## src/rtl/conv_pkg.sv

```systemverilog
// Shared types and elaboration helpers for the conv3d engine and its MAC lane.
package conv_pkg;

  typedef enum logic [2:0] {
    S_IDLE,
    S_FETCH,
    S_DRAIN,
    S_OUTPUT,
    S_DONE
  } state_e;

  function automatic int ofm_dim(input int ifm_dim, input int wt_dim, input int stride);
    return (ifm_dim - wt_dim) / stride + 1;
  endfunction

  // Width of an index or address covering 0..depth-1, never narrower than one bit.
  function automatic int addr_w(input int depth);
    return (depth > 1) ? $clog2(depth) : 1;
  endfunction

endpackage

```

## src/rtl/conv_mac.sv

```systemverilog
// Registered multiply-accumulate lane: load starts a new sum, otherwise the product is added.
module conv_mac #(
  parameter int DWIDTH = 32
) (
  input  logic              clk,
  input  logic              rst,
  input  logic              en,
  input  logic              load,
  input  logic [DWIDTH-1:0] a,
  input  logic [DWIDTH-1:0] b,
  output logic [DWIDTH-1:0] acc
);

  logic [DWIDTH-1:0] acc_q, acc_d, prod;

  always_comb begin
    // The low DWIDTH bits of a signed product equal those of the unsigned one.
    prod  = a * b;
    acc_d = acc_q;
    if (en) acc_d = load ? prod : acc_q + prod;
  end

  always_ff @(posedge clk or posedge rst) begin
    if (rst) acc_q <= '0;
    else     acc_q <= acc_d;
  end

  assign acc = acc_q;

endmodule

```

## src/rtl/conv3d_engine.sv

```systemverilog
// conv3D engine: one MAC per cycle over synchronous-read IFM/weight buffers, valid/ready output.
// state    | meaning
// S_IDLE   | waiting for start
// S_FETCH  | issuing one IFM/weight read per tap, K taps per output pixel
// S_DRAIN  | no read; last returned tap is accumulated
// S_OUTPUT | pixel presented until ofm_ready
// S_DONE   | one-cycle done pulse, then idle
module conv3d_engine
  import conv_pkg::*;
#(
  parameter  int IFM_DIM   = 28,
  parameter  int IFM_DEPTH = 2,
  parameter  int OFM_DEPTH = 2,
  parameter  int WT_DIM    = 5,
  parameter  int STRIDE    = 1,
  parameter  int DWIDTH    = 32,
  localparam int OFM_DIM   = ofm_dim(IFM_DIM, WT_DIM, STRIDE),
  localparam int K         = IFM_DEPTH * WT_DIM * WT_DIM,
  localparam int IFM_AW    = addr_w(IFM_DEPTH * IFM_DIM * IFM_DIM),
  localparam int WT_AW     = addr_w(OFM_DEPTH * K),
  localparam int OFM_AW    = addr_w(OFM_DEPTH * OFM_DIM * OFM_DIM)
) (
  input  logic              clk,
  input  logic              rst,
  input  logic              start,
  input  logic              relu_en,
  output logic              idle,
  output logic              done,
  output logic              ifm_rd_en,
  output logic [IFM_AW-1:0] ifm_addr,
  input  logic [DWIDTH-1:0] ifm_dout,
  output logic              wt_rd_en,
  output logic [WT_AW-1:0]  wt_addr,
  input  logic [DWIDTH-1:0] wt_dout,
  output logic              ofm_valid,
  input  logic              ofm_ready,
  output logic [DWIDTH-1:0] ofm_data,
  output logic [OFM_AW-1:0] ofm_addr
);

  localparam int F_W = addr_w(OFM_DEPTH);
  localparam int O_W = addr_w(OFM_DIM);
  localparam int D_W = addr_w(IFM_DEPTH);
  localparam int T_W = addr_w(WT_DIM);
  localparam int K_W = addr_w(K);

  if (STRIDE < 1 || WT_DIM > IFM_DIM || ((IFM_DIM - WT_DIM) % STRIDE) != 0) begin : g_bad_cfg
    $error("conv3d_engine: illegal IFM_DIM/WT_DIM/STRIDE combination");
  end

  state_e            state_q, state_d;
  logic              relu_q, relu_d;
  logic [F_W-1:0]    f_q, f_d;
  logic [O_W-1:0]    i_q, i_d, j_q, j_d;
  logic [D_W-1:0]    d_q, d_d;
  logic [T_W-1:0]    m_q, m_d, n_q, n_d;
  logic [K_W-1:0]    tap_q, tap_d;
  logic              rd_en_q, rd_en_d;
  logic [IFM_AW-1:0] ifm_addr_q, ifm_addr_d;
  logic [WT_AW-1:0]  wt_addr_q, wt_addr_d;
  logic              valid_q, valid_d, done_q, done_d, idle_q, idle_d;
  logic              mac_en_q, mac_en_d, mac_load_q, mac_load_d;
  logic [DWIDTH-1:0] acc;

  always_comb begin
    state_d = state_q;
    relu_d  = relu_q;
    f_d = f_q; i_d = i_q; j_d = j_q;
    d_d = d_q; m_d = m_q; n_d = n_q;
    tap_d   = tap_q;
    rd_en_d = 1'b0;
    valid_d = 1'b0;
    done_d  = 1'b0;
    // Read data lands one cycle after the strobe, so the MAC controls trail rd_en by one.
    mac_en_d   = rd_en_q;
    mac_load_d = rd_en_q && (tap_q == '0);
    case (state_q)
      S_IDLE: begin
        if (start) begin
          state_d = S_FETCH;
          relu_d  = relu_en;
          f_d = '0; i_d = '0; j_d = '0;
          d_d = '0; m_d = '0; n_d = '0;
          tap_d   = '0;
          rd_en_d = 1'b1;
        end
      end
      S_FETCH: begin
        if (n_q == T_W'(WT_DIM - 1)) begin
          n_d = '0;
          if (m_q == T_W'(WT_DIM - 1)) begin
            m_d = '0;
            d_d = (d_q == D_W'(IFM_DEPTH - 1)) ? '0 : d_q + 1'b1;
          end else begin
            m_d = m_q + 1'b1;
          end
        end else begin
          n_d = n_q + 1'b1;
        end
        if (tap_q == K_W'(K - 1)) begin
          tap_d   = '0;
          state_d = S_DRAIN;
        end else begin
          tap_d   = tap_q + 1'b1;
          rd_en_d = 1'b1;
        end
      end
      S_DRAIN: begin
        state_d = S_OUTPUT;
        valid_d = 1'b1;
      end
      S_OUTPUT: begin
        valid_d = 1'b1;
        if (ofm_ready) begin
          valid_d = 1'b0;
          if (j_q == O_W'(OFM_DIM - 1)) begin
            j_d = '0;
            if (i_q == O_W'(OFM_DIM - 1)) begin
              i_d = '0;
              f_d = (f_q == F_W'(OFM_DEPTH - 1)) ? '0 : f_q + 1'b1;
            end else begin
              i_d = i_q + 1'b1;
            end
          end else begin
            j_d = j_q + 1'b1;
          end
          if (f_q == F_W'(OFM_DEPTH - 1) && i_q == O_W'(OFM_DIM - 1) && j_q == O_W'(OFM_DIM - 1)) begin
            state_d = S_DONE;
            done_d  = 1'b1;
          end else begin
            state_d = S_FETCH;
            rd_en_d = 1'b1;
          end
        end
      end
      S_DONE:  state_d = S_IDLE;
      default: state_d = S_IDLE;
    endcase
    idle_d     = (state_d == S_IDLE);
    ifm_addr_d = IFM_AW'(int'(d_d) * IFM_DIM * IFM_DIM
                         + (int'(i_d) * STRIDE + int'(m_d)) * IFM_DIM
                         + int'(j_d) * STRIDE + int'(n_d));
    wt_addr_d  = WT_AW'(int'(f_d) * K + int'(d_d) * WT_DIM * WT_DIM
                        + int'(m_d) * WT_DIM + int'(n_d));
  end

  always_ff @(posedge clk or posedge rst) begin
    if (rst) begin
      state_q    <= S_IDLE;
      relu_q     <= 1'b0;
      f_q        <= '0;
      i_q        <= '0;
      j_q        <= '0;
      d_q        <= '0;
      m_q        <= '0;
      n_q        <= '0;
      tap_q      <= '0;
      rd_en_q    <= 1'b0;
      ifm_addr_q <= '0;
      wt_addr_q  <= '0;
      valid_q    <= 1'b0;
      done_q     <= 1'b0;
      idle_q     <= 1'b1;
      mac_en_q   <= 1'b0;
      mac_load_q <= 1'b0;
    end else begin
      state_q    <= state_d;
      relu_q     <= relu_d;
      f_q        <= f_d;
      i_q        <= i_d;
      j_q        <= j_d;
      d_q        <= d_d;
      m_q        <= m_d;
      n_q        <= n_d;
      tap_q      <= tap_d;
      rd_en_q    <= rd_en_d;
      ifm_addr_q <= ifm_addr_d;
      wt_addr_q  <= wt_addr_d;
      valid_q    <= valid_d;
      done_q     <= done_d;
      idle_q     <= idle_d;
      mac_en_q   <= mac_en_d;
      mac_load_q <= mac_load_d;
    end
  end

  conv_mac #(.DWIDTH(DWIDTH)) u_mac (
    .clk  (clk),
    .rst  (rst),
    .en   (mac_en_q),
    .load (mac_load_q),
    .a    (ifm_dout),
    .b    (wt_dout),
    .acc  (acc)
  );

  assign idle      = idle_q;
  assign done      = done_q;
  assign ifm_rd_en = rd_en_q;
  assign wt_rd_en  = rd_en_q;
  assign ifm_addr  = ifm_addr_q;
  assign wt_addr   = wt_addr_q;
  assign ofm_valid = valid_q;
  assign ofm_data  = (relu_q && acc[DWIDTH-1]) ? '0 : acc;
  assign ofm_addr  = OFM_AW'(int'(f_q) * OFM_DIM * OFM_DIM + int'(i_q) * OFM_DIM + int'(j_q));

endmodule
```

## config.mk

```make
export PLATFORM = sky130hd
export DESIGN_NAME = conv3d_engine
export DESIGN_NICKNAME = d
export VERILOG_FILES = /design/src/rtl/conv_pkg.sv /design/src/rtl/conv_mac.sv /design/src/rtl/conv3d_engine.sv
export SDC_FILE = /design/constraint.sdc
export NUM_CORES = 2
export LEC_CHECK = 0
export CORE_MARGIN = 2
export CORE_UTILIZATION = 26
export CTS_CLUSTER_SIZE = 25
export DETAILED_ROUTE_END_ITERATION = 10
export GPL_TIMING_DRIVEN = 0
export MAX_ROUTING_LAYER = met4
export PLACE_DENSITY = 0.49
export SLEW_MARGIN = 20
export SYNTH_ARGS = -nofsm -noshare
export SYNTH_HDL_FRONTEND = slang
export SYNTH_SLANG_ARGS = --single-unit
export TNS_END_PERCENT = 5
```

## constraint.sdc

```tcl
create_clock -name clk -period 12.9 [get_ports clk]
set_input_delay 1.935 -clock clk [delete_from_list [all_inputs] [get_ports clk]]
set_output_delay 1.935 -clock clk [all_outputs]
set_load 0.02 [all_outputs]
```

Word-level counts from Yosys, hierarchy flattened
Index checks and enable logic that the tools add are counted.
- flip-flop bits (word level): 84
- input port bits: 69
- output and inout port bits: 66
- word-level logic and storage cells: 112
- $add $sub $neg: 17
- multipliers: 11
- equal/unequal tests: 9
- mux-type cells: 47
- reductions and logical operators: 10
- operators with widths (cell ; number):
    2-to-1 mux 32 bit ; 2
    2-to-1 mux 5 bit ; 7
    adder 32 bit ; 1
    multiplier 32 x 32 -> 32 bit ; 1
    2-to-1 mux 3 bit ; 9
    adder 11 x 5 -> 11 bit ; 2
    one-hot mux 5 bit (2 select lines) ; 2
    2-to-1 mux 1 bit ; 17
    multiplier 4 x 3 -> 7 bit (second input constant) ; 2
    2-to-1 mux 6 bit ; 2
    one-hot mux 3 bit (2 select lines) ; 2
    one-hot mux 3 bit (4 select lines) ; 1
    one-hot mux 6 bit (2 select lines) ; 1
    adder 11 x 10 -> 11 bit ; 1
    adder 11 bit ; 1
    adder 11 x 3 -> 11 bit ; 1
    adder 5 x 1 -> 5 bit (second input constant) ; 2
    equality test 5 bit (second input constant) ; 2
    multiplier 6 x 3 -> 9 bit (second input constant) ; 1
    multiplier 1 x 3 -> 4 bit (second input constant) ; 2
    adder 7 x 3 -> 7 bit ; 1
    adder 7 x 6 -> 7 bit ; 1
    adder 7 bit ; 1
    multiplier 5 x 2 -> 7 bit (second input constant) ; 1
    20 further kinds ; 31

Logic depth before layout (Yosys ltp)
- depth after elaboration: 10
- depth in mapped cells: 34
- depth with buffers taken out: 32

Cells and area by module
A second synthesis with hierarchy kept.
- cell total of the unflattened synthesis: 2543
- area total of the unflattened synthesis: 22784.4 um^2
- modules (own cells, without submodules) (module ; instances ; cells each ; area each (um^2) ; sequential area each (um^2)):
    conv_mac ; 1 ; 2111 ; 18702.9 ; 800.8
    conv3d_engine ; 1 ; 432 ; 4081.4 ; 1302.5

Least setup slack after synthesis
OpenSTA, ideal clock, no wires.
- kind: input-to-reg
- start point: in wt_dout[4]
- end point: reg u_mac.acc_q[31], in the netlist u_mac.acc[31]
- setup time: 0.126 ns
- data arrival time: 10.023 ns
- required time: 12.774 ns
- path slack: 2.751 ns
- stages: 31
- buffers on the path: 2
- cells stage by stage: clkbuf_1 clkbuf_1 and2_1 fa_1 inv_1 fa_1 fa_1 fa_1 inv_1 fa_1 inv_1 fa_1 inv_1 fa_1 fa_1 ha_1 nand2_1 o21ai_1 o41ai_2 o21ai_1 a21oi_1 xnor2_1 ha_1 a2111oi_0 o211ai_1 a31oi_1 o21bai_1 a21bo_1 a31oi_1 mux4_2 a311o_1
- longest elaborated chain between the ends: 3
- RTL lines (item ; RTL line ; source):
    from (decl) ; conv3d_engine.sv:34 ; input logic [DWIDTH-1:0] wt_dout,
    multiplier 32 x 32 -> 32 bit * ; conv_mac.sv:18 ; prod = a * b;
    adder 32 bit ; conv_mac.sv:20 ; if (en) acc_d = load ? prod : acc_q + prod;
    2-to-1 mux 32 bit * ; conv_mac.sv:20 ;
    to (signal assigned) ; conv_mac.sv:24 ; if (rst) acc_q <= '0;
    to (signal assigned) ; conv_mac.sv:25 ; else acc_q <= acc_d;
    to (decl) ; conv_mac.sv:14 ; logic [DWIDTH-1:0] acc_q, acc_d, prod;
Every way passes the cells marked *; elsewhere a longest branch is shown, timed or not.
A chain may end at the register's enable or synchronous reset.

Worst setup path in the final report
- start point: in ifm_dout[5]
- end point: reg u_mac.acc_q[31], in the netlist u_mac.acc[31]
- longest elaborated chain between the ends: 3
- RTL lines (item ; RTL line ; source):
    from (decl) ; conv3d_engine.sv:31 ; input logic [DWIDTH-1:0] ifm_dout,
    multiplier 32 x 32 -> 32 bit * ; conv_mac.sv:18 ;
    adder 32 bit ; conv_mac.sv:20 ;
    2-to-1 mux 32 bit * ; conv_mac.sv:20 ;
Marks and branches as above.

==> results.sh <==
export IMPL_grt_max_degree=61
export IMPL_cts_tree="built"
export IMPL_ys_ff_latch=84
export IMPL_arrival_ns=12.74
export IMPL_cts_buffer_depth=2
export IMPL_synth_cells=2516
export IMPL_fillers=9308
export IMPL_viasPerCell=4.51
export IMPL_synth_top_area_share_pct=38.0
export IMPL_drive_above_1_share_pct=1.58
export IMPL_synthArstFlopShare_pct=100
export IMPL_wl_per_cell_um=19.7
export IMPL_fmax_mhz=79.9
export IMPL_slew_headroom_pct=23.7
export IMPL_initial_core_util_pct=26.3
export IMPL_cts_setup_buffers=0
export IMPL_htree_levels=3
export IMPL_cap_viol_max_count=0
export IMPL_gp_congestion=0.937
export IMPL_antenna_left=0
export IMPL_status="finished, final reports clean"
export IMPL_skew_ns=0.0119
export IMPL_core_area_um2=85400
export IMPL_critPathCaptureType="flop"
export IMPL_ys_top_cells_by_area="fa_1 38%, ha_1 12%, dfrtp_1 9.2%, and2_1 8.7%, inv_1 7.6%"
export IMPL_setup_viol=0
export IMPL_final_setup_tns_ns=0
export IMPL_finalCritPeriodShare_pct=97.0
export IMPL_syn_area_um2=22500
export IMPL_crit_type="input port to flop"
export IMPL_via_count=17188
export IMPL_area_growth_pct=13.7
export IMPL_yosysMostFrequentCell="inv_1"
export IMPL_rsz0062_at_grt="false"
export IMPL_die_width_um=298
export IMPL_die_h_um=298
export IMPL_ys_seq_area_share_pct=9.37
export IMPL_grtUsageTotal_pct=17.8
export IMPL_path_clk_slew_ns=0.08
export IMPL_worstMarginPinSlew_ns=1.14
export IMPL_cp_common_cell="fa_1"
export IMPL_cp_start_kind="input port"
export IMPL_portBuffers=127
export IMPL_synthTopCellsByCount="454 x inv_1, 426 x fa_1, 330 x nand2_1, 311 x and2_1, 210 x ha_1"
export IMPL_path_max_fanout=10
export IMPL_io_pin_count=135
export IMPL_synth_edf_count=0
export IMPL_avgSynthCellArea_um2=8.92
export IMPL_cp_data_required_time_ns=13.14
export IMPL_clk_latency_ns=0.36
export IMPL_synth_cell_type_count=64
export IMPL_slew_violations=0
export IMPL_postCtsHoldBufs=0
export IMPL_hold_ws_ns=0.492
export IMPL_antenna_found_initial=6
export IMPL_period_needed_ns=12.51
export IMPL_grt_pass1_wl_um=116000
export IMPL_cpMaxStageDelayCell="clkdlybuf4s50_1"
export IMPL_ys_warn_count=0
export IMPL_num_rows=107
export IMPL_nets=3360
export IMPL_drc=0
export IMPL_grt_pass1_vias=18390
export IMPL_cts_sinks=84
export IMPL_hold_violations=0
export IMPL_yosys_area_top_type="fa_1"
export IMPL_drt_iter0_markers=1222
export IMPL_dp_hpwl_um=63000
export IMPL_die_area_um2=88700
export IMPL_cts_root_buf="clkbuf_16"
export IMPL_synthFlopType="dfrtp_1"
export IMPL_synth_nets=3221
export IMPL_firstDrtPassIters=6
export IMPL_grt_ovfl_total=0
export IMPL_wl_um=75100
export IMPL_numCtsBuffers=9
export IMPL_max_stage_delay_ns=1.02
export IMPL_min_path_type="flop to flop"
final cells by class:
type	count	area (µm²)	share of cell area (%)
clock buffer	9	225	0.882
antenna	5	12.5	0.0490
sequential	84	2100	8.24
multi-input combinational	1867	18200	71.4
clock inverter	6	90.1	0.353
buffer	111	443	1.73
inverter	454	1710	6.69
timing repair buffer	128	1300	5.09
tap	1144	1430	5.61
metal layers:
metal  share of wire, %  global-route usage [%]
met3                6.9                    3.51
met5                  0                       -
met4                2.6                    4.62
met1                 45                    24.0
met2                 46                    27.4
state kept, by name, summed over array words and instances (netlist names):
name,flops
mac_load_q,1
mac_en_q,1
done,1
ifm_addr,11
ofm_valid,1
idle,1
relu_q,1
state_q,3
tap_q,6
i_q,5
ifm_rd_en,1
m_q,3
j_q,5
f_q,1
n_q,3
u_mac.acc,32
d_q,1
wt_addr,7
worst max-delay path: cells and delay by family:
family	cells	cell delay, ns
adders and majority gates	10	4.14
AOI/OAI and AO/OA	12	3.49
buffers and inverters	6	2.21
muxes	1	0.53
and+or+nand+nor	2	0.29
xor gates and xnor gates	1	0.12
per-stage QoR:
stage	setup slack [ns]	std cells	area [µm²]	utilization (%)
4_1_cts	0.345	3803	25500	29.9
3_5_place_dp	0.0153	3788	25200	29.5
6_report	0.392	3808	25500	29.9
2_1_floorplan	2.75	2516	22500	-
3_3_place_gp	0.00217	3787	25200	29.5
5_1_grt	0.0235	3808	25500	29.9
worst paths after layout:
| check | start | endpoint | slack (ns) | cells past startpoint |
|---|---|---|---|---|
| worst max register to register | j_q[0] | ifm_addr[10] | 7.14 | 26 |
| worst max-delay path | ifm_dout[5] | u_mac.acc[31] | 0.39 | 32 |
| min in group asynchronous | rst | u_mac.acc[4] | 1.92 | 2 |
| worst min-delay path | tap_q[5] | mac_load_q | 0.49 | 1 |
| max in group asynchronous | rst | i_q[3] | 10.35 | 3 |
| worst min register to register | tap_q[5] | mac_load_q | 0.49 | 1 |
placed cells by master, fill, tap and decap left out, drive strengths merged, types with 5 or more instances in the layout:
cell type	netlist	layout
o21bai	17	17
and3	9	9
xnor2	96	96
nor2	83	83
nor2b	14	14
o21ai	54	54
clkbuf	104	112
nand3	14	14
o21a	11	11
a21oi	96	96
or2	5	5
xor2	43	43
nand2b	7	7
buf	7	8
nand2	330	330
a211oi	12	12
fa	426	426
clkdlybuf4s50	0	127
a31oi	22	22
nand4	7	7
inv	454	454
o31ai	5	5
and2	311	311
a21o	28	28
dfrtp	83	83
nor3	12	12
diode	0	5
ha	210	210
what timing repair did:
action                     CTS  global route
gates resized for setup      0            14
setup endpoints to repair    0             1
hold endpoints to repair     0             0
kinds of logic after synthesis:
logic type	count (synthesis)	synth area share, %
AOI/OAI and AO/OA	279	7.82
adders and majority gates	636	49.7
buffers and inverters	565	9.51
DFF	84	9.37
muxes	9	0.479
and+or+nand+nor	804	17.7
xor gates and xnor gates	139	5.42
Power is left out: the tool's default activity adds up to more than one toggle a clock period on the data nets, which glitch-free logic cannot reach.
